$ cat src/rtl/m_wb_arbiter2.sv
// m_wb_arbiter2: two-master Wishbone arbiter in front of one shared slave.
//
// Grants the bus to one master at a time (IDLE / OWN0 / OWN1) with round-robin
// tie-break via lastgnt. The owner keeps the bus while its CYC_I stays high,
// and handoff to a waiting master happens with no dead cycle.
//
// Ports:
//   CLK_I, RST_I                    clock, synchronous active-high reset
//   mN_CYC_I/STB_I/WE_I             master N cycle, strobe, write enable (N=0,1)
//   mN_ADR_I/DAT_I/SEL_I            master N address, write data, byte select
//   mN_DAT_O/ACK_O/ERR_O            read data, acknowledge, bus error to master N
//   CYC_O/STB_O/WE_O/ADR_O/DAT_O/SEL_O  forwarded owner signals to the slave
//   DAT_I, ACK_I                    slave read data and acknowledge
//
// Optional feature: define WBARB_TIMEOUT_EN to add a TOWIDTH-bit timeout counter
// that terminates a stalled strobe with ERR_O to the owner.
module m_wb_arbiter2 #(
    parameter int TOWIDTH = 8
) (
    input  logic        CLK_I,
    input  logic        RST_I,
    input  logic        m0_CYC_I,
    input  logic        m0_STB_I,
    input  logic        m0_WE_I,
    input  logic [31:0] m0_ADR_I,
    input  logic [31:0] m0_DAT_I,
    input  logic [3:0]  m0_SEL_I,
    output logic [31:0] m0_DAT_O,
    output logic        m0_ACK_O,
    output logic        m0_ERR_O,
    input  logic        m1_CYC_I,
    input  logic        m1_STB_I,
    input  logic        m1_WE_I,
    input  logic [31:0] m1_ADR_I,
    input  logic [31:0] m1_DAT_I,
    input  logic [3:0]  m1_SEL_I,
    output logic [31:0] m1_DAT_O,
    output logic        m1_ACK_O,
    output logic        m1_ERR_O,
    output logic        CYC_O,
    output logic        STB_O,
    output logic        WE_O,
    output logic [31:0] ADR_O,
    output logic [31:0] DAT_O,
    output logic [3:0]  SEL_O,
    input  logic [31:0] DAT_I,
    input  logic        ACK_I
);
    typedef enum logic [1:0] {IDLE, OWN0, OWN1} state_t;

    state_t r_state, w_next;
    logic   r_lastgnt;
    logic   w_own, w_sel1, w_to, w_ack;

    always_ff @(posedge CLK_I) begin
        if (RST_I) begin
            r_state   <= IDLE;
            r_lastgnt <= 1'b1;
        end else begin
            r_state <= w_next;
            if (r_state == OWN0 && !m0_CYC_I)
                r_lastgnt <= 1'b0;
            else if (r_state == OWN1 && !m1_CYC_I)
                r_lastgnt <= 1'b1;
        end
    end

    always_comb begin
        w_next = r_state;
        case (r_state)
            IDLE: begin
                if (m0_CYC_I && m1_CYC_I)
                    w_next = r_lastgnt ? OWN0 : OWN1;
                else if (m0_CYC_I)
                    w_next = OWN0;
                else if (m1_CYC_I)
                    w_next = OWN1;
            end
            OWN0:    if (!m0_CYC_I) w_next = m1_CYC_I ? OWN1 : IDLE;
            OWN1:    if (!m1_CYC_I) w_next = m0_CYC_I ? OWN0 : IDLE;
            default: w_next = IDLE;
        endcase
    end

    // Non-owner buses default to master 0 so IDLE presents master 0 values.
    assign w_own  = (r_state != IDLE);
    assign w_sel1 = (r_state == OWN1);

    assign CYC_O = w_own & (w_sel1 ? m1_CYC_I : m0_CYC_I);
    assign STB_O = w_own & (w_sel1 ? m1_STB_I : m0_STB_I);
    assign WE_O  = w_sel1 ? m1_WE_I  : m0_WE_I;
    assign ADR_O = w_sel1 ? m1_ADR_I : m0_ADR_I;
    assign DAT_O = w_sel1 ? m1_DAT_I : m0_DAT_I;
    assign SEL_O = w_sel1 ? m1_SEL_I : m0_SEL_I;

`ifdef WBARB_TIMEOUT_EN
    logic [TOWIDTH-1:0] r_cnt;

    // Timeout fires when the counter saturates; a late ACK that same cycle is dropped.
    assign w_to = w_own && (r_cnt == '1);

    always_ff @(posedge CLK_I) begin
        if (RST_I || ACK_I || w_to || (w_next != r_state))
            r_cnt <= '0;
        else if (STB_O)
            r_cnt <= r_cnt + TOWIDTH'(1);
    end
`else
    assign w_to = 1'b0;
`endif

    assign w_ack = ACK_I & ~w_to;

    assign m0_ACK_O = (r_state == OWN0) & w_ack & m0_CYC_I;
    assign m1_ACK_O = (r_state == OWN1) & w_ack & m1_CYC_I;
    assign m0_ERR_O = (r_state == OWN0) & w_to;
    assign m1_ERR_O = (r_state == OWN1) & w_to;

    assign m0_DAT_O = DAT_I;
    assign m1_DAT_O = DAT_I;
endmodule

$ cat config.mk
export PLATFORM = sky130hd
export DESIGN_NAME = m_wb_arbiter2
export DESIGN_NICKNAME = d
export VERILOG_FILES = /design/src/rtl/m_wb_arbiter2.sv
export SDC_FILE = /design/constraint.sdc
export NUM_CORES = 1
export LEC_CHECK = 0
export ABC_AREA = 1
export CORE_AREA = 5 5 119 121
export DETAILED_ROUTE_END_ITERATION = 8
export DIE_AREA = 0 0 124 126
export GPL_ROUTABILITY_DRIVEN = 0
export PLACE_DENSITY = 0.64
export SYNTH_ARGS = -nofsm -noshare
export SYNTH_HDL_FRONTEND = slang
export SYNTH_SLANG_ARGS = --single-unit
export TNS_END_PERCENT = 100
$ cat constraint.sdc
create_clock -name CLK_I -period 2.52 [get_ports CLK_I]
set_input_delay 0.252 -clock CLK_I [delete_from_list [all_inputs] [get_ports CLK_I]]
set_output_delay 0.252 -clock CLK_I [all_outputs]
set_load 0.02 [all_outputs]
Word level (Yosys, flattened, before mapping)
Index checks and enable logic that the tools add are counted.
{ "word_totals": {"input_bits": 177, "output_inout_bits": 139, "register_bits": 3, "elab_cells": 39} }
{ "op_classes": {"n_bitwise": 6, "muxes": 17, "n_eq_ne": 5, "n_reduce_logical": 9} }
{ "op_table": {"columns": ["operator", "count"], "rows": [
  ["32-bit 2-to-1 mux", 2],
  ["2-bit 2-to-1 mux", 7],
  ["1-bit bitwise AND", 6],
  ["1-bit 2-to-1 mux", 6],
  ["2-bit case mux with 3 select lines", 1],
  ["4-bit 2-to-1 mux", 1],
  ["2-bit != test, second input constant", 2],
  ["4-bit != test, second input constant", 1],
  ["2-bit nonzero test", 2],
  ["1-bit logical AND", 3],
  ["3-bit AND reduction", 1],
  ["2-bit by 1-bit == test with 1-bit output, second input constant", 1],
  ["2-bit == test, second input constant", 1],
  ["1-bit zero test", 2],
  ["2-bit zero test", 1]
]} }

Depth between registers and ports, before layout
Gate-level depths: netlist of the first run.
{ "depth": {"depth_word": 4, "mapped_depth": 6, "depth_no_buf": 6} }

Worst setup path after synthesis of the first run
OpenSTA, ideal clock, no wires.
{ "synth_timing": {"path_type": "register to output", "from": "register r_state[0]", "to": "output port CYC_O", "setup_slack_ns": 1.247, "path_stages_with_launch": 3, "path_buffers": 0, "arrival_time_ns": 1.021, "t_required_ns": 2.268, "cell_sequence": "dfxtp_1 -> inv_1 -> o21ai_0"} }
{ "synth_via": {"elab_chain_len": 3} }
{ "synth_lines": {"columns": ["item", "line_no", "text"], "rows": [
  ["start: declaration", "51", "state_t r_state, w_next;"],
  ["start signal: assignment", "60", "r_state <= w_next;"],
  ["2-bit == test", "87", "assign w_sel1 = (r_state == OWN1);"],
  ["1-bit 2-to-1 mux", "89", "assign CYC_O = w_own & (w_sel1 ? m1_CYC_I : m0_CYC_I);"],
  ["1-bit bitwise AND *", "89", null],
  ["end: declaration", "40", "output logic CYC_O,"]
]} }
Every way passes the cells marked *; elsewhere a longest branch is shown, timed or not.

Final worst setup path of the first run
{ "layout_timing": {"from": "register r_state[1]", "to": "output port SEL_O[0]"} }
{ "layout_via": {"elab_chain_len": 2} }
{ "layout_lines": {"columns": ["item", "line_no", "text"], "rows": [
  ["2-bit == test", "87", null],
  ["4-bit 2-to-1 mux", "94", "assign SEL_O = w_sel1 ? m1_SEL_I : m0_SEL_I;"],
  ["end: declaration", "45", "output logic [3:0] SEL_O,"]
]} }
No other way between the ends.

==> results of run 1 <==
[synthesized netlist by cell type]
cell / count / share of area (%)
a21oi_1: 2 / 0.64
a22o_2: 1 / 0.64
buf_2: 14 / 4.5
buf_4: 66 / 32
conb_1: 1 / 0.24
dfxtp_1: 3 / 3.9
inv_1: 6 / 1.4
inv_2: 2 / 0.48
nand2_1: 211 / 51
nand3_1: 7 / 2.3
nor2_1: 5 / 1.2
nor2_4: 1 / 0.72
nor3_1: 1 / 0.32
o21ai_0: 1 / 0.32
o221ai_1: 1 / 0.56
[registers in the layout, indices dropped and copies added, names as in the netlist]
| name | count |
|---|---|
| r_lastgnt | 1 |
| r_state | 2 |
[power by group]
| group | total, mW | internal [mW] | switching [mW] | leakage (nW) |
|---|---|---|---|---|
| combinational | 1.08 | 0.561 | 0.522 | 1.55 |
| clock | 0.257 | 0.209 | 0.0476 | 0.0382 |
| sequential | 0.0596 | 0.0532 | 0.00634 | 0.0247 |
[cells by family (layout without fill, tap and decap cells)]
group                  after synthesis  after routing  synth area share [%]
other                                1              2                 0.241
DFF                                  3              3                  3.86
buffers and inverters               88            233                  38.3
AOI/OAI and AO/OA                    5              5                  2.17
and+or+nand+nor                    225            225                  55.4
[layout make-up]
| class | count | area (um2) | share of cell area (%) |
|---|---|---|---|
| flip-flops and latches | 3 | 60.1 | 1.71 |
| well taps | 176 | 220 | 6.28 |
| clock buffers | 4 | 78.8 | 2.25 |
| inverters | 8 | 30.0 | 0.856 |
| multi-input cells | 232 | 903 | 25.8 |
| repair buffers | 221 | 2210 | 63.1 |
[metrics by stage]
stage	utilization, %	hold slack (ns)	setup WS (ns)	power [mW]	cell area, um2
final	27.0	0.504	0.250	1.40	3510
after CTS	27.0	0.504	0.236	1.42	3510
after floorplan	-	0.321	1.25	0.687	1560
after global placement	26.4	0.504	0.490	1.15	3430
after global routing	27.0	0.504	0.128	1.49	3510
after detailed placement	26.4	0.504	0.476	1.15	3430
[worst max-delay path by stage]
| stage | startpoint | cells past startpoint | slack, ns | endpoint |
|---|---|---|---|---|
| floorplan | r_state[0] | 2 | 1.25 | CYC_O |
| global placement | r_state[1] | 6 | 0.49 | DAT_O[30] |
| detailed placement | r_state[1] | 6 | 0.48 | DAT_O[30] |
| CTS | r_state[1] | 6 | 0.24 | DAT_O[30] |
| global route | r_state[1] | 6 | 0.13 | ADR_O[26] |
| finish | r_state[1] | 6 | 0.25 | SEL_O[0] |
[critical path, delay by kind of cell (launching register included)]
kind	cells	cell delay [ns]
flops	1	0.37
buf+inv	3	1.07
simple gates	3	0.31
[layer usage]
metal	part of all wire [%]	wire length, um	global-route usage [%]	vias up
met2	44	3430	14.6	164
li1	-	-	-	1182
met1	33	2590	7.85	910
met4	3.3	256	3.54	0
met3	19	1510	5.16	29
met5	0	0	0	-
==> impl_metrics.py, run 1 <==
metrics = {
    "grt": {
        "grt_pass1_vias": 2182,
        "gr-usage-all-layers_pct": 8.42,
        "grt_first_pass_wirelength_um": 10600,
        "antenna_found_initial": 0,
        "grt_max_degree": 42,
        "grt_overflow_total": 0,
    },
    "layout": {
        "final_nets": 646,
        "fin_cells": 644,
        "final_layout_size_suffix_gt1_share_pct": 2.35,
        "syn_to_final_growth_pct": 126,
        "nFillCells": 1438,
        "mostFrequentLayoutCell": "clkdlybuf4s50_1",
        "mostFrequentLayoutCells": "clkdlybuf4s50_1 (217), nand2_1 (211), nand3_1 (7)",
        "antenna_cells": 0,
    },
    "hold_path": {
        "hold_end": "m0_DAT_O[0]",
        "hp-start": "DAT_I[0]",
        "hp-class": "primary input to output pin",
        "whs_path_depth": 0,
    },
    "sta": {
        "fin_setup_tns_ns": 0,
        "min_period_ns": 2.27,
        "fin_skew_ns": 0.00304,
        "finalHoldViolations": 0,
        "fmaxAchievable_mhz": 441,
        "maxSlewViolCount": 0,
        "setup_viol": 0,
        "min_period_over_period_pct": 90.1,
        "rsz0062_at_grt": "false",
    },
    "clock_tree": {
        "cts_resized": 0,
        "clock_tree.buffer_depth": 2,
        "cts_buffers": 3,
        "clk_latency_ns": 0.23,
        "htree_levels": 1,
        "clkSlewWorstSetupHoldPaths_ns": 0.03,
        "numClockSinks": 3,
        "cts_setup_buffers": 0,
        "hold_buffers": 0,
        "root_buffer": "clkbuf_16",
        "cts_tree": "built",
    },
    "synth": {
        "synth_seq_area_share_pct": 3.86,
        "netlist_instances": 322,
        "mappedNetlistArea_mm2": 0.00156,
        "ys_warn_count": 0,
        "ys_ff_latch": 3,
        "synthDistinctLibCells": 15,
        "synth.avg_cell_area_um2": 4.83,
    },
    "placed_design": {
        "dp_cells": 640,
        "numPortBuffers": 217,
        "dp_hpwl_um": 6520,
    },
    "critical_path": {
        "max_stage_delay_ns": 0.62,
        "start_kind": "flip-flop",
        "regToRegStartpoint": "r_state[0]",
        "r2r-end": "r_state[0]",
        "crit_slowest_cell": "clkdlybuf4s50_1",
        "r2r_setup_slack_ns": 1.33,
        "crit_chain": "inv_2 > nor2_4 > buf_4 > nand2_1 > nand2_1 > clkdlybuf4s50_1",
        "critPathMaxFanout": 41,
        "cpMostUsedCell": "nand2_1",
        "critPathKind": "flip-flop to output pin",
        "crit_arrival_ns": 2.02,
        "cp_data_required_time_ns": 2.27,
        "worstSetupEndpointType": "output pin",
        "reg2reg_depth": 6,
    },
    "routing": {
        "ant_nets": 0,
        "post_drt_wl_per_cell_um": 12.1,
        "drc": 0,
        "vias": 2285,
        "drtPass1Iterations": 4,
        "avgViaCountPerCell": 3.55,
        "wl_um": 7790,
        "dr.first_iter.drc_count": 69,
    },
    "power": {
        "powerDensity_mw_per_mm2": 399,
        "leakage_nw": 1.62,
        "ir_worst_vdd_mv": 0.409,
    },
    "run_status": {
        "status": "finished clean",
    },
    "die": {
        "die_area_mm2": 0.0156,
        "num_rows": 42,
        "die_x_um": 124,
        "pin_count": 316,
        "coreArea_mm2": 0.0130,
        "die_h_um": 126,
        "start_util_pct": 12.0,
    },
    "flow_run": {
        "maxCapViolCount": 0,
    },
}
Note: power is estimated with default switching activity, not from simulation.
==> inputs of run 2 (changes only) <==
--- a/config.mk
+++ b/config.mk
@@ -6,6 +6,7 @@
 export NUM_CORES = 1
 export LEC_CHECK = 0
 export ABC_AREA = 1
+export CAP_MARGIN = 20
 export CORE_AREA = 5 5 119 121
 export DETAILED_ROUTE_END_ITERATION = 8
 export DIE_AREA = 0 0 124 126
==> results of run 2 <==
No change in the layout: final DEF, timing and power equal those of run 1.
==> inputs of run 3 (changes only) <==
--- a/config.mk
+++ b/config.mk
@@ -7,11 +7,15 @@
 export LEC_CHECK = 0
 export ABC_AREA = 1
 export CAP_MARGIN = 20
-export CORE_AREA = 5 5 119 121
+export CELL_PAD_IN_SITES_DETAIL_PLACEMENT = 2
+export CELL_PAD_IN_SITES_GLOBAL_PLACEMENT = 2
+export CORE_ASPECT_RATIO = 1.1
+export CORE_MARGIN = 5
+export CORE_UTILIZATION = 10
 export DETAILED_ROUTE_END_ITERATION = 8
-export DIE_AREA = 0 0 124 126
 export GPL_ROUTABILITY_DRIVEN = 0
-export PLACE_DENSITY = 0.64
+export PLACE_DENSITY = 0.95
+export REMOVE_ABC_BUFFERS = 1
 export SYNTH_ARGS = -nofsm -noshare
 export SYNTH_HDL_FRONTEND = slang
 export SYNTH_SLANG_ARGS = --single-unit
==> run 3 against run 2 <==
Against the previous run:
- worst hold slack about the same
- critical path depth unchanged
- worst setup slack worse by 0.022 ns
- via count up 12%
- global-route usage up 3.7 points
- clock skew down 0.0021 ns
- largest cell class unchanged
- sequential power up 1%
- sequential share of layout area about the same
==> impl_metrics.py, run 3 (synthesis gave the netlist of run 1 again) <==
metrics = {
    "run_status": {
        "status": "finished clean",
    },
    "clock_tree": {
        "clkSlewWorstSetupHoldPaths_ns": 0.03,
        "root_buffer": "clkbuf_16",
        "clk_latency_ns": 0.22,
        "hold_buffers": 0,
        "cts_setup_buffers": 0,
        "htree_levels": 1,
        "cts_tree": "built",
        "cts_resized": 0,
        "clock_tree.buffer_depth": 2,
        "cts_buffers": 3,
        "numClockSinks": 3,
    },
    "layout": {
        "top_regs": "r_state (2), r_lastgnt (1)",
        "largest_register_ffs": 2,
        "final_nets": 646,
        "regMostFlops": "r_state",
        "nFillCells": 1844,
        "final_layout_size_suffix_gt1_share_pct": 2.35,
        "antenna_cells": 0,
        "mostFrequentLayoutCell": "clkdlybuf4s50_1",
        "mostFrequentLayoutCells": "clkdlybuf4s50_1 (217), nand2_1 (211), nand3_1 (7)",
        "syn_to_final_growth_pct": 127,
    },
    "sta": {
        "setup_ws_ns": 0.228,
        "fmaxAchievable_mhz": 436,
        "rsz0062_at_grt": "false",
        "fin_setup_tns_ns": 0,
        "fin_skew_ns": 0.000912,
        "min_period_ns": 2.29,
        "maxSlewViolCount": 0,
        "setup_viol": 0,
        "min_period_over_period_pct": 91.0,
        "finalHoldViolations": 0,
    },
    "placed_design": {
        "numPortBuffers": 217,
        "dpl_worst_slack_ns": 0.441,
        "dp_hpwl_um": 10600,
    },
    "die": {
        "die_x_um": 129,
        "pin_count": 316,
        "num_rows": 47,
        "start_util_pct": 10.3,
        "die_h_um": 141,
        "coreArea_mm2": 0.0152,
        "die_area_mm2": 0.0181,
    },
    "routing": {
        "drtPass1Iterations": 4,
        "drc": 0,
        "top_layer": "met5",
        "met1_length_um": 4200,
        "post_drt_wl_per_cell_um": 18.0,
        "wl_met2_um": 5320,
        "wl_um": 12000,
        "ant_nets": 0,
        "vias": 2548,
        "avgViaCountPerCell": 3.84,
        "dr.first_iter.drc_count": 38,
        "met3_wirelength_um": 2300,
    },
    "flow_run": {
        "maxCapViolCount": 0,
    },
    "hold_path": {
        "hp-class": "primary input to output pin",
    },
    "power": {
        "leakage_nw": 1.62,
        "powerDensity_mw_per_mm2": 401,
        "ir_worst_vdd_mv": 0.192,
    },
    "grt": {
        "grt_overflow_total": 0,
        "gr-usage-all-layers_pct": 12.1,
        "grt_first_pass_wirelength_um": 16600,
        "grt_max_degree": 38,
        "antenna_found_initial": 0,
        "grt_pass1_vias": 2820,
    },
    "critical_path": {
        "critPathMaxFanout": 37,
        "start_kind": "flip-flop",
        "worstSetupEndpointType": "output pin",
        "cp_data_required_time_ns": 2.27,
        "critPathKind": "flip-flop to output pin",
        "crit_arrival_ns": 2.04,
    },
}
-- run 3: cell type report --
class	count	area, um2	share of cell area (%)
repair buffers	221	2210	62.7
well taps	196	245	6.94
inverters	8	30.0	0.850
clock buffers	4	78.8	2.23
multi-input cells	232	903	25.6
flip-flops and latches	3	60.1	1.70
-- run 3: metal layers --
| layer | vias to the layer above | track usage (%) |
|---|---|---|
| met2 | 216 | 19.1 |
| met1 | 1140 | 12.6 |
| li1 | 1182 | - |
| met3 | 8 | 10.1 |
| met5 | - | 4.20 |
| met4 | 2 | 1.11 |
-- run 3: path summary, 6_finish.rpt --
check	from	to	slack, ns	depth (start not counted)
max	r_state[1]	ADR_O[8]	0.23	6
min	DAT_I[31]	m1_DAT_O[31]	0.50	0
max reg2reg	r_state[0]	r_lastgnt	1.27	4
min reg2reg	r_lastgnt	r_lastgnt	0.55	2
-- run 3: metrics by stage --
stage          util, %  std cells  total power, mW  hold WS [ns]  area, um2
2_1_floorplan        -        243            0.517         0.321        993
3_3_place_gp      22.8        660             1.16         0.504       3450
3_5_place_dp      22.8        660             1.19         0.504       3450
4_1_cts           23.3        664             1.45         0.504       3530
5_1_grt           23.3        664             1.52         0.504       3530
6_report          23.3        664             1.42         0.504       3530
-- run 3: worst max-delay path, stage by stage, from the launching register on --
cell and delay [ns]:
dfxtp_1 0.39, inv_2 0.09, nor2_4 0.11, buf_4 0.36
nand2_1 0.15, nand2_1 0.10, clkdlybuf4s50_1 0.60
-- run 3: where the power goes --
| group | switching (mW) | leakage (nW) | internal, mW |
|---|---|---|---|
| clock | 0.0432 | 0.0382 | 0.209 |
| combinational | 0.543 | 1.55 | 0.561 |
| sequential | 0.00713 | 0.0247 | 0.0532 |
| total | 0.593 | 1.62 | 0.823 |
